--- src/rtl/ndn_pipe.sv ---
// ---------------------------------------------------------------------------
// ndn_pipe -- pipelined wide-gate reduction unit
//
// Reduces WIDTH input bits to a single AND / NAND / OR / NOR result through a
// registered tree of GROUP-input gates. There is one register per tree level.
// The pipeline is elastic and uses valid/ready flow control. The unit also
// keeps a saturating count of results that leave the unit with q=1.
//
// Parameters
//   WIDTH  number of inputs reduced (>= 2)
//   GROUP  fan-in of each tree level (>= 2)
//   CNT_W  width of true_cnt
//   LVL    derived: ceil(log_GROUP(WIDTH)), minimum 1 (one register per level)
//
// Ports
//   sys_clk    in   1      clock
//   reset      in   1      synchronous, active-high reset
//   in_valid   in   1      a/mode valid
//   in_ready   out  1      unit accepts a/mode this cycle
//   a          in   WIDTH  operand vector
//   mode       in   2      00 AND, 01 NAND, 10 OR, 11 NOR (captured with a)
//   out_valid  out  1      q valid
//   out_ready  in   1      consumer takes q
//   q          out  1      reduction result
//   cnt_clr    in   1      clear true_cnt (and sticky_low)
//   true_cnt   out  CNT_W  saturating count of delivered results with q=1
//   sticky_low out  1      only with NDN_STICKY_EN: set when a delivered q is 0
//
// Build option
//   NDN_STICKY_EN  when defined, adds the sticky_low output and its logic.
//
// Handshake: a transfer happens on a rising edge where valid and ready are
// both high. This applies to in_valid/in_ready and to out_valid/out_ready.
// out_valid never drops and q never changes while out_ready is low. in_ready
// may depend combinationally on out_ready, because the ready signal ripples
// back through all levels.
// ---------------------------------------------------------------------------
module ndn_pipe #(
    parameter int WIDTH = 10,
    parameter int GROUP = 8,
    parameter int CNT_W = 16
) (
    input  logic             sys_clk,
    input  logic             reset,
    input  logic             in_valid,
    output logic             in_ready,
    input  logic [WIDTH-1:0] a,
    input  logic [1:0]       mode,
    output logic             out_valid,
    input  logic             out_ready,
    output logic             q,
    input  logic             cnt_clr,
    output logic [CNT_W-1:0] true_cnt
`ifdef NDN_STICKY_EN
    ,
    output logic             sticky_low
`endif
);

    // Returns the number of partial results present at the input of level lvl.
    // Level 0 sees WIDTH bits. Each level divides the count by GROUP,
    // rounding up.
    function automatic int parts(input int lvl);
        int n = WIDTH;
        for (int i = 0; i < lvl; i++) begin
            n = (n + GROUP - 1) / GROUP;
        end
        return n;
    endfunction

    // Returns the number of tree levels needed to reach a single bit.
    function automatic int calc_lvl();
        int n = WIDTH;
        int l = 0;
        for (int i = 0; i < 32; i++) begin
            if (n > 1) begin
                n = (n + GROUP - 1) / GROUP;
                l++;
            end
        end
        if (l < 1) l = 1;
        return l;
    endfunction

    // Returns the bit offset of level lvl's input inside the packed data chain.
    function automatic int offset(input int lvl);
        int s = 0;
        for (int i = 0; i < lvl; i++) begin
            s += parts(i);
        end
        return s;
    endfunction

    localparam int LVL     = calc_lvl();
    localparam int CHAIN_W = offset(LVL + 1);
    localparam int Q_OFF   = offset(LVL);

    localparam logic [CNT_W-1:0] CNT_ONE = CNT_W'(1);
    localparam logic [CNT_W-1:0] CNT_MAX = {CNT_W{1'b1}};

    // Each level's data is kept at its exact width, so the levels are packed
    // back to back in one vector. The slice at offset(k) is the input of
    // level k. The last slice is the single result bit.
    logic [CHAIN_W-1:0] data_chain;
    // Mode travels with its data. Slice k holds the mode seen by level k.
    logic [2*LVL-1:0]   mode_chain;
    // v_chain[0] is in_valid. v_chain[k+1] is the valid bit of level k.
    logic [LVL:0]       v_chain;
    // ld_chain[k] is high when level k loads this cycle.
    // ld_chain[LVL] is the consumer taking the result.
    logic [LVL:0]       ld_chain;

    assign data_chain[WIDTH-1:0] = a;
    assign mode_chain[1:0]       = mode;
    assign v_chain[0]            = in_valid;

    // Ready ripples backwards. A level can load when it is empty, or when
    // the level after it is loading (which frees this level).
    always_comb begin
        ld_chain      = '0;
        ld_chain[LVL] = out_ready;
        for (int k = LVL - 1; k >= 0; k--) begin
            ld_chain[k] = ~v_chain[k + 1] | ld_chain[k + 1];
        end
    end

    assign in_ready = ld_chain[0];

    for (genvar k = 0; k < LVL; k++) begin : g_lvl
        localparam int  NIN  = parts(k);
        localparam int  NOUT = parts(k + 1);
        localparam int  PW   = NOUT * GROUP;
        localparam int  IOFF = offset(k);
        localparam int  OOFF = offset(k + 1);
        localparam bit  LAST = (k == LVL - 1);

        logic [NIN-1:0]  in_k;
        logic [1:0]      mode_k;
        logic [PW-1:0]   pad_k;
        logic [NOUT-1:0] data_d;
        logic [NOUT-1:0] data_q;
        logic            v_q;

        assign in_k   = data_chain[IOFF +: NIN];
        assign mode_k = mode_chain[2*k +: 2];

        // Gate inputs left over in the last group take the identity value
        // of the gate: 1 for AND, 0 for OR.
        // Intermediate levels compute true AND/OR only. The NAND/NOR
        // inversion is applied once, at the final level.
        always_comb begin
            pad_k          = {PW{~mode_k[1]}};
            pad_k[NIN-1:0] = in_k;
            data_d         = '0;
            for (int j = 0; j < NOUT; j++) begin
                if (mode_k[1]) begin
                    data_d[j] = |pad_k[j*GROUP +: GROUP];
                end else begin
                    data_d[j] = &pad_k[j*GROUP +: GROUP];
                end
            end
            if (LAST) begin
                data_d[0] = data_d[0] ^ mode_k[0];
            end
        end

        always_ff @(posedge sys_clk) begin
            if (reset) begin
                v_q    <= 1'b0;
                data_q <= '0;
            end else if (ld_chain[k]) begin
                v_q    <= v_chain[k];
                data_q <= data_d;
            end
        end

        assign v_chain[k + 1]          = v_q;
        assign data_chain[OOFF +: NOUT] = data_q;

        // After the last level, only the result bit is needed, so mode is
        // registered only between levels.
        if (k < LVL - 1) begin : g_mode
            logic [1:0] mode_q;

            always_ff @(posedge sys_clk) begin
                if (reset) begin
                    mode_q <= 2'b00;
                end else if (ld_chain[k]) begin
                    mode_q <= mode_k;
                end
            end

            assign mode_chain[2*(k + 1) +: 2] = mode_q;
        end
    end

    assign out_valid = v_chain[LVL];
    assign q         = data_chain[Q_OFF];

    // ------------------------------------------------------------------
    // True-result counter. Clear has priority over a simultaneous
    // increment. The counter holds at all-ones instead of wrapping.
    // ------------------------------------------------------------------
    logic             xfer_out;
    logic [CNT_W-1:0] cnt_q;
    logic [CNT_W-1:0] cnt_d;

    assign xfer_out = out_valid & out_ready;

    always_comb begin
        cnt_d = cnt_q;
        if (cnt_clr) begin
            cnt_d = '0;
        end else if (xfer_out && q && (cnt_q != CNT_MAX)) begin
            cnt_d = cnt_q + CNT_ONE;
        end
    end

    always_ff @(posedge sys_clk) begin
        if (reset) begin
            cnt_q <= '0;
        end else begin
            cnt_q <= cnt_d;
        end
    end

    assign true_cnt = cnt_q;

`ifdef NDN_STICKY_EN
    // Records that a false result was delivered. Clear has priority over a
    // simultaneous set.
    logic sticky_q;
    logic sticky_d;

    always_comb begin
        sticky_d = sticky_q;
        if (cnt_clr) begin
            sticky_d = 1'b0;
        end else if (xfer_out && !q) begin
            sticky_d = 1'b1;
        end
    end

    always_ff @(posedge sys_clk) begin
        if (reset) begin
            sticky_q <= 1'b0;
        end else begin
            sticky_q <= sticky_d;
        end
    end

    assign sticky_low = sticky_q;
`endif

endmodule

--- config.mk ---
export PLATFORM = sky130hd
export DESIGN_NAME = ndn_pipe
export DESIGN_NICKNAME = d
export VERILOG_FILES = /design/src/rtl/ndn_pipe.sv
export SDC_FILE = /design/constraint.sdc
export NUM_CORES = 1
export LEC_CHECK = 0
export CAP_MARGIN = 20
export CORE_UTILIZATION = 30
export DETAILED_ROUTE_END_ITERATION = 12
export HOLD_SLACK_MARGIN = 0.05
export PLACE_DENSITY = 0.65
export SLEW_MARGIN = 25
export SYNTH_ARGS = -nofsm -noshare
export SYNTH_HDL_FRONTEND = slang
export SYNTH_SLANG_ARGS = --single-unit
--- constraint.sdc ---
create_clock -name sys_clk -period 2.6 [get_ports sys_clk]
set_clock_uncertainty 0.2 [all_clocks]
set_input_delay 0.39 -clock sys_clk [delete_from_list [all_inputs] [get_ports sys_clk]]
set_output_delay 0.39 -clock sys_clk [all_outputs]
set_load 0.1 [all_outputs]
Word-level counts from Yosys, hierarchy flattened:

Cells that the tools add are included.

* bits in registers: 23
* word-level logic and storage cells: 28
* input bits: 17
* output and inout port bits: 19

* multiplexer cells: 3
* reductions and logical operators: 9
* equality and inequality tests: 1
* bitwise logic cells: 8
* add/sub/neg operators: 1

Operator list (number)
* $add 16x1->16 const B: 1
* $ne 16x16->1 const B: 1
* $reduce_and 8->1: 1
* $reduce_or 8->1: 1
* $reduce_and 3->1: 2
* $reduce_or 3->1: 2
* $not 1->1: 4
* $mux 1: 3
* $logic_and 1x1->1: 2
* $or 1x1->1: 2
* $reduce_or 2->1: 1
* $and 1x1->1: 1
* $xor 1x1->1: 1

Logic depth before layout (Yosys ltp):

* depth in word-level cells: 4
* mapped depth: 6
* mapped depth without buffers: 5

Least setup slack after synthesis:

No wires, ideal clock.

* path type: register -> register
* from: register cnt_q[0] (netlist: true_cnt[0])
* to: register cnt_q[14] (netlist: true_cnt[14])
* arrival: 2502 ps
* library setup time: 70 ps
* stages on the path, launching flop included: 7
* required time: 2330 ps
* period minus slack after synthesis: 2772 ps
* setup slack: -172 ps
* path buffers: 1
* cells stage by stage: dfxtp_1 > ha_1 > nand3_1 > or3_1 > clkbuf_2 > or4_1 > a21oi_1

* longest elaborated chain between the ends: 2
* elaborated cells on any way between the ends: 3
* those cells by class: add/sub (1); eq/ne (1); reduce/logical (1)

Ends and longest elaborated chain
* start, declared: line 205 `logic [CNT_W-1:0] cnt_q;`
* start signal, assigned: line 223 `cnt_q <= cnt_d;`
* branches (longest 2 deep; another with $add 16x1->16)

Parallel ways; which one is timed is not known.
A chain may end at the register's enable or synchronous reset.

Worst setup path after layout:

* from: register cnt_q[9] (netlist: true_cnt[9])
* to: register cnt_q[15] (netlist: true_cnt[15])

The elaborated chain is that of the path after synthesis.

==> results.cfg <==
[clock_tree]
cts_hold_buf = 0
clkTransAtPathRegs_ps = 80
cts_buffers = 3
cts_max_path_buffers = 2
cts_sinks = 23
clk_latency_ps = 260
cts_htree_levels = 1
post_cts_buffers = 0
cts-root-buf = clkbuf_8
cts_tree = done
cts_resized = 0

[placement]
place_area_sq_um = 1500
hpwlAfterDp_um = 2040
dp.cells = 211
routabilityCongestion = 0.867
portBuffers = 35

[finish]
n_antenna_cell = 0
design_area_sq_um = 1540
seqCellArea_sq_um = 468
final_cell_count_no_fill = 215
num-fill-cells = 375
multi_input_area_sq_um = 632
area_growth_pct = 36.4
layout.nets = 188
drive_above_1_share = 0.219

[timing]
max_slew.worst_pin.slew_ps = 879
relSlewSlack = 0.412
drv_slew = 0
finalCritPeriodShare = 0.845
grt_setup_unrepaired = false
timing.fmax_mhz = 455
layout_min_cycle_time_ps = 2200
fin_tns_setup_ps = 0
hold_slack_ps = 305
setup_viol = 0
hold_violations = 0

[drt]
via_count = 1135
routed_wl_um = 2660
antenna_left = 0
drcViolationCount = 0
drtPass1Iterations = 4
routed_via_density = 5.28
drt_iter0_drc = 30
post_drt_wl_per_cell_um = 12.4

[logic_synthesis]
ys_warn_count = 0
yosys-top-cells-count = 23 x dfxtp_1, 15 x a21oi_1, 11 x nand2_1, 11 x nor2_1, 9 x nand3_1
synth.distinct_cells = 34
yosys.cell_count.top_type = dfxtp_1
synth_area_leader_cell = dfxtp_1
yosys_register_bits = 23
synth_area_leaders = dfxtp_1 41%, a21oi_1 6.6%, or3_1 4.4%, nand3_1 4.0%, or4_1 4.0%
avgSynthCellArea_sq_um = 8.51
synthArstFlopShare = 0
yosys.area.top_type_share = 0.407
synth_edf_count = 0
synth_nets = 151
yosysSeqAreaShare = 0.407
synth.cell_area_sq_um = 1130
dominantRegCellSynth = dfxtp_1
syn_inst = 133

[pwr]
power_per_cell_area_nw_per_um2 = 425
combPwrFrac = 0.116
switching_share = 0.232
p_int_mw = 0.504
clkPwrFrac = 0.329
finalPower_mw = 0.657
ir_drop_mv = 0.301
p_leak_nw = 0.540
p_sw_mw = 0.152
p_seq_frac = 0.556

[flow_run]
drv_cap = 0

[worst_hold_path]
min_to = g_lvl[0].data_q[1]$_SDFFE_PP0P_
whs_path_depth = 2
min_from = g_lvl[0].data_q[1]$_SDFFE_PP0P_
min_path_type = flip-flop to flip-flop

[die]
ios = 36
die_x_um = 63.4
initial_core_util = 0.326
fp.dieArea_sq_um = 4020
die_y_um = 63.4
fp-row-count = 21
core_area_sq_um = 3470

[global_routing]
grt-ovfl-total = 0
antenna_found_initial = 0
grt_max_degree = 19
grt_pass1_vias = 1098
grt_usage = 0.144
grt_pass1_wl_um = 4640

[critical_path]
critical_path.max_stage_delay_ps = 910
end_kind = flip-flop
path_cells = nand4_1 -> o41ai_4 -> nor4_1 -> mux2i_1
reg2reg_from = true_cnt[9]$_SDFFE_PP0P_
required_ps = 2540
critical_path.startpoint_type = flip-flop
slowest_stage = o41ai_4
path_class = flip-flop to flip-flop
cp_max_fo = 18
cp.arrival_ps = 2140
worstReg2RegEnd = true_cnt[15]$_SDFFE_PP0P_
reg2reg_slack_ps = 400
reg2reg_depth = 4

[status]
status = finished clean
[flip-flops by register name, summed over array words and instances, names as in the netlist]
register / flops
g_lvl.g_mode.mode_q: 2
g_lvl.data_q: 2
out_valid: 1
true_cnt: 16
q: 1
g_lvl.v_q: 1
[worst max-delay path by stage]
stage | cells after the start | from | endpoint | slack (ps)
3_5_place_dp | 5 | out_ready | true_cnt[14]$_SDFFE_PP0P_ | 200
4_1_cts | 4 | true_cnt[11]$_SDFFE_PP0P_ | true_cnt[1]$_SDFFE_PP0P_ | 370
3_3_place_gp | 5 | out_ready | true_cnt[14]$_SDFFE_PP0P_ | 300
5_1_grt | 4 | true_cnt[13]$_SDFFE_PP0P_ | true_cnt[3]$_SDFFE_PP0P_ | 120
2_1_floorplan | 5 | true_cnt[2]$_SDFFE_PP0P_ | true_cnt[14]$_SDFFE_PP0P_ | -40
6_report | 4 | true_cnt[9]$_SDFFE_PP0P_ | true_cnt[15]$_SDFFE_PP0P_ | 400
[logic make-up after synthesis]
group,count (synthesis),share of synthesized area
multiplexers,3,0.0265
flip-flops,23,0.407
adder cells (fa/ha/maj),2,0.0199
AO/OA/AOI/OAI,34,0.198
XOR/XNOR,2,0.0155
AND/OR/NAND/NOR,61,0.296
buffers and inverters,8,0.0376
[critical path, delay by kind of cell, from the launching register on]
family / cells / cell delay, ps
AO/OA/AOI/OAI: 1 / 910
AND/OR/NAND/NOR: 2 / 410
flip-flops: 1 / 400
multiplexers: 1 / 150
[cell usage in the layout (no fill, tap or decap), types with 3 or more instances in the layout]
cell and n:
a21oi_1 15, nand4_1 3, buf_4 20, dfxtp_2 6, o21ai_0 8, o31ai_1 5, clkbuf_8 3, nand3_1 9
inv_1 3, dfxtp_1 17, nor2_1 11, or3_1 8, nand2_1 10, or4_1 6, clkdlybuf4s50_1 16, mux2i_1 3
nor3_1 3
[power by group through the flow]
stage / Sequential [mW] / Combinational [mW] / Clock, mW
2_1_floorplan: 0.389 / 0.0236 / 0
3_3_place_gp: 0.373 / 0.0746 / 0
3_5_place_dp: 0.374 / 0.0761 / 0
4_1_cts: 0.365 / 0.0765 / 0.225
5_1_grt: 0.366 / 0.0814 / 0.242
6_report: 0.365 / 0.0759 / 0.216
[stage by stage]
| stage | worst slack, ps | util |
|---|---|---|
| after CTS | 372 | 0.445 |
| final | 402 | 0.445 |
| after global placement | 301 | 0.432 |
| after global routing | 121 | 0.445 |
| after floorplan | -44.6 | - |
| after detailed placement | 203 | 0.432 |
[per-layer routing]
layer,vias up,global-route usage,routed length (um),part of all wire
met1,521,0.157,1160,0.43
met3,2,0.0507,170,0.064
met5,-,0,0,0
li1,579,-,-,-
met4,0,0.0170,8,0.0030
met2,33,0.269,1330,0.50
[cell type report]
type,instances,share of cell area
Clock buffer,4,0.0292
Inverter,3,0.00729
Multi-Input combinational cell,102,0.409
Sequential cell,23,0.303
Tap cell,46,0.0373
Timing Repair Buffer,37,0.214
Power figures use the tool's default switching activity.
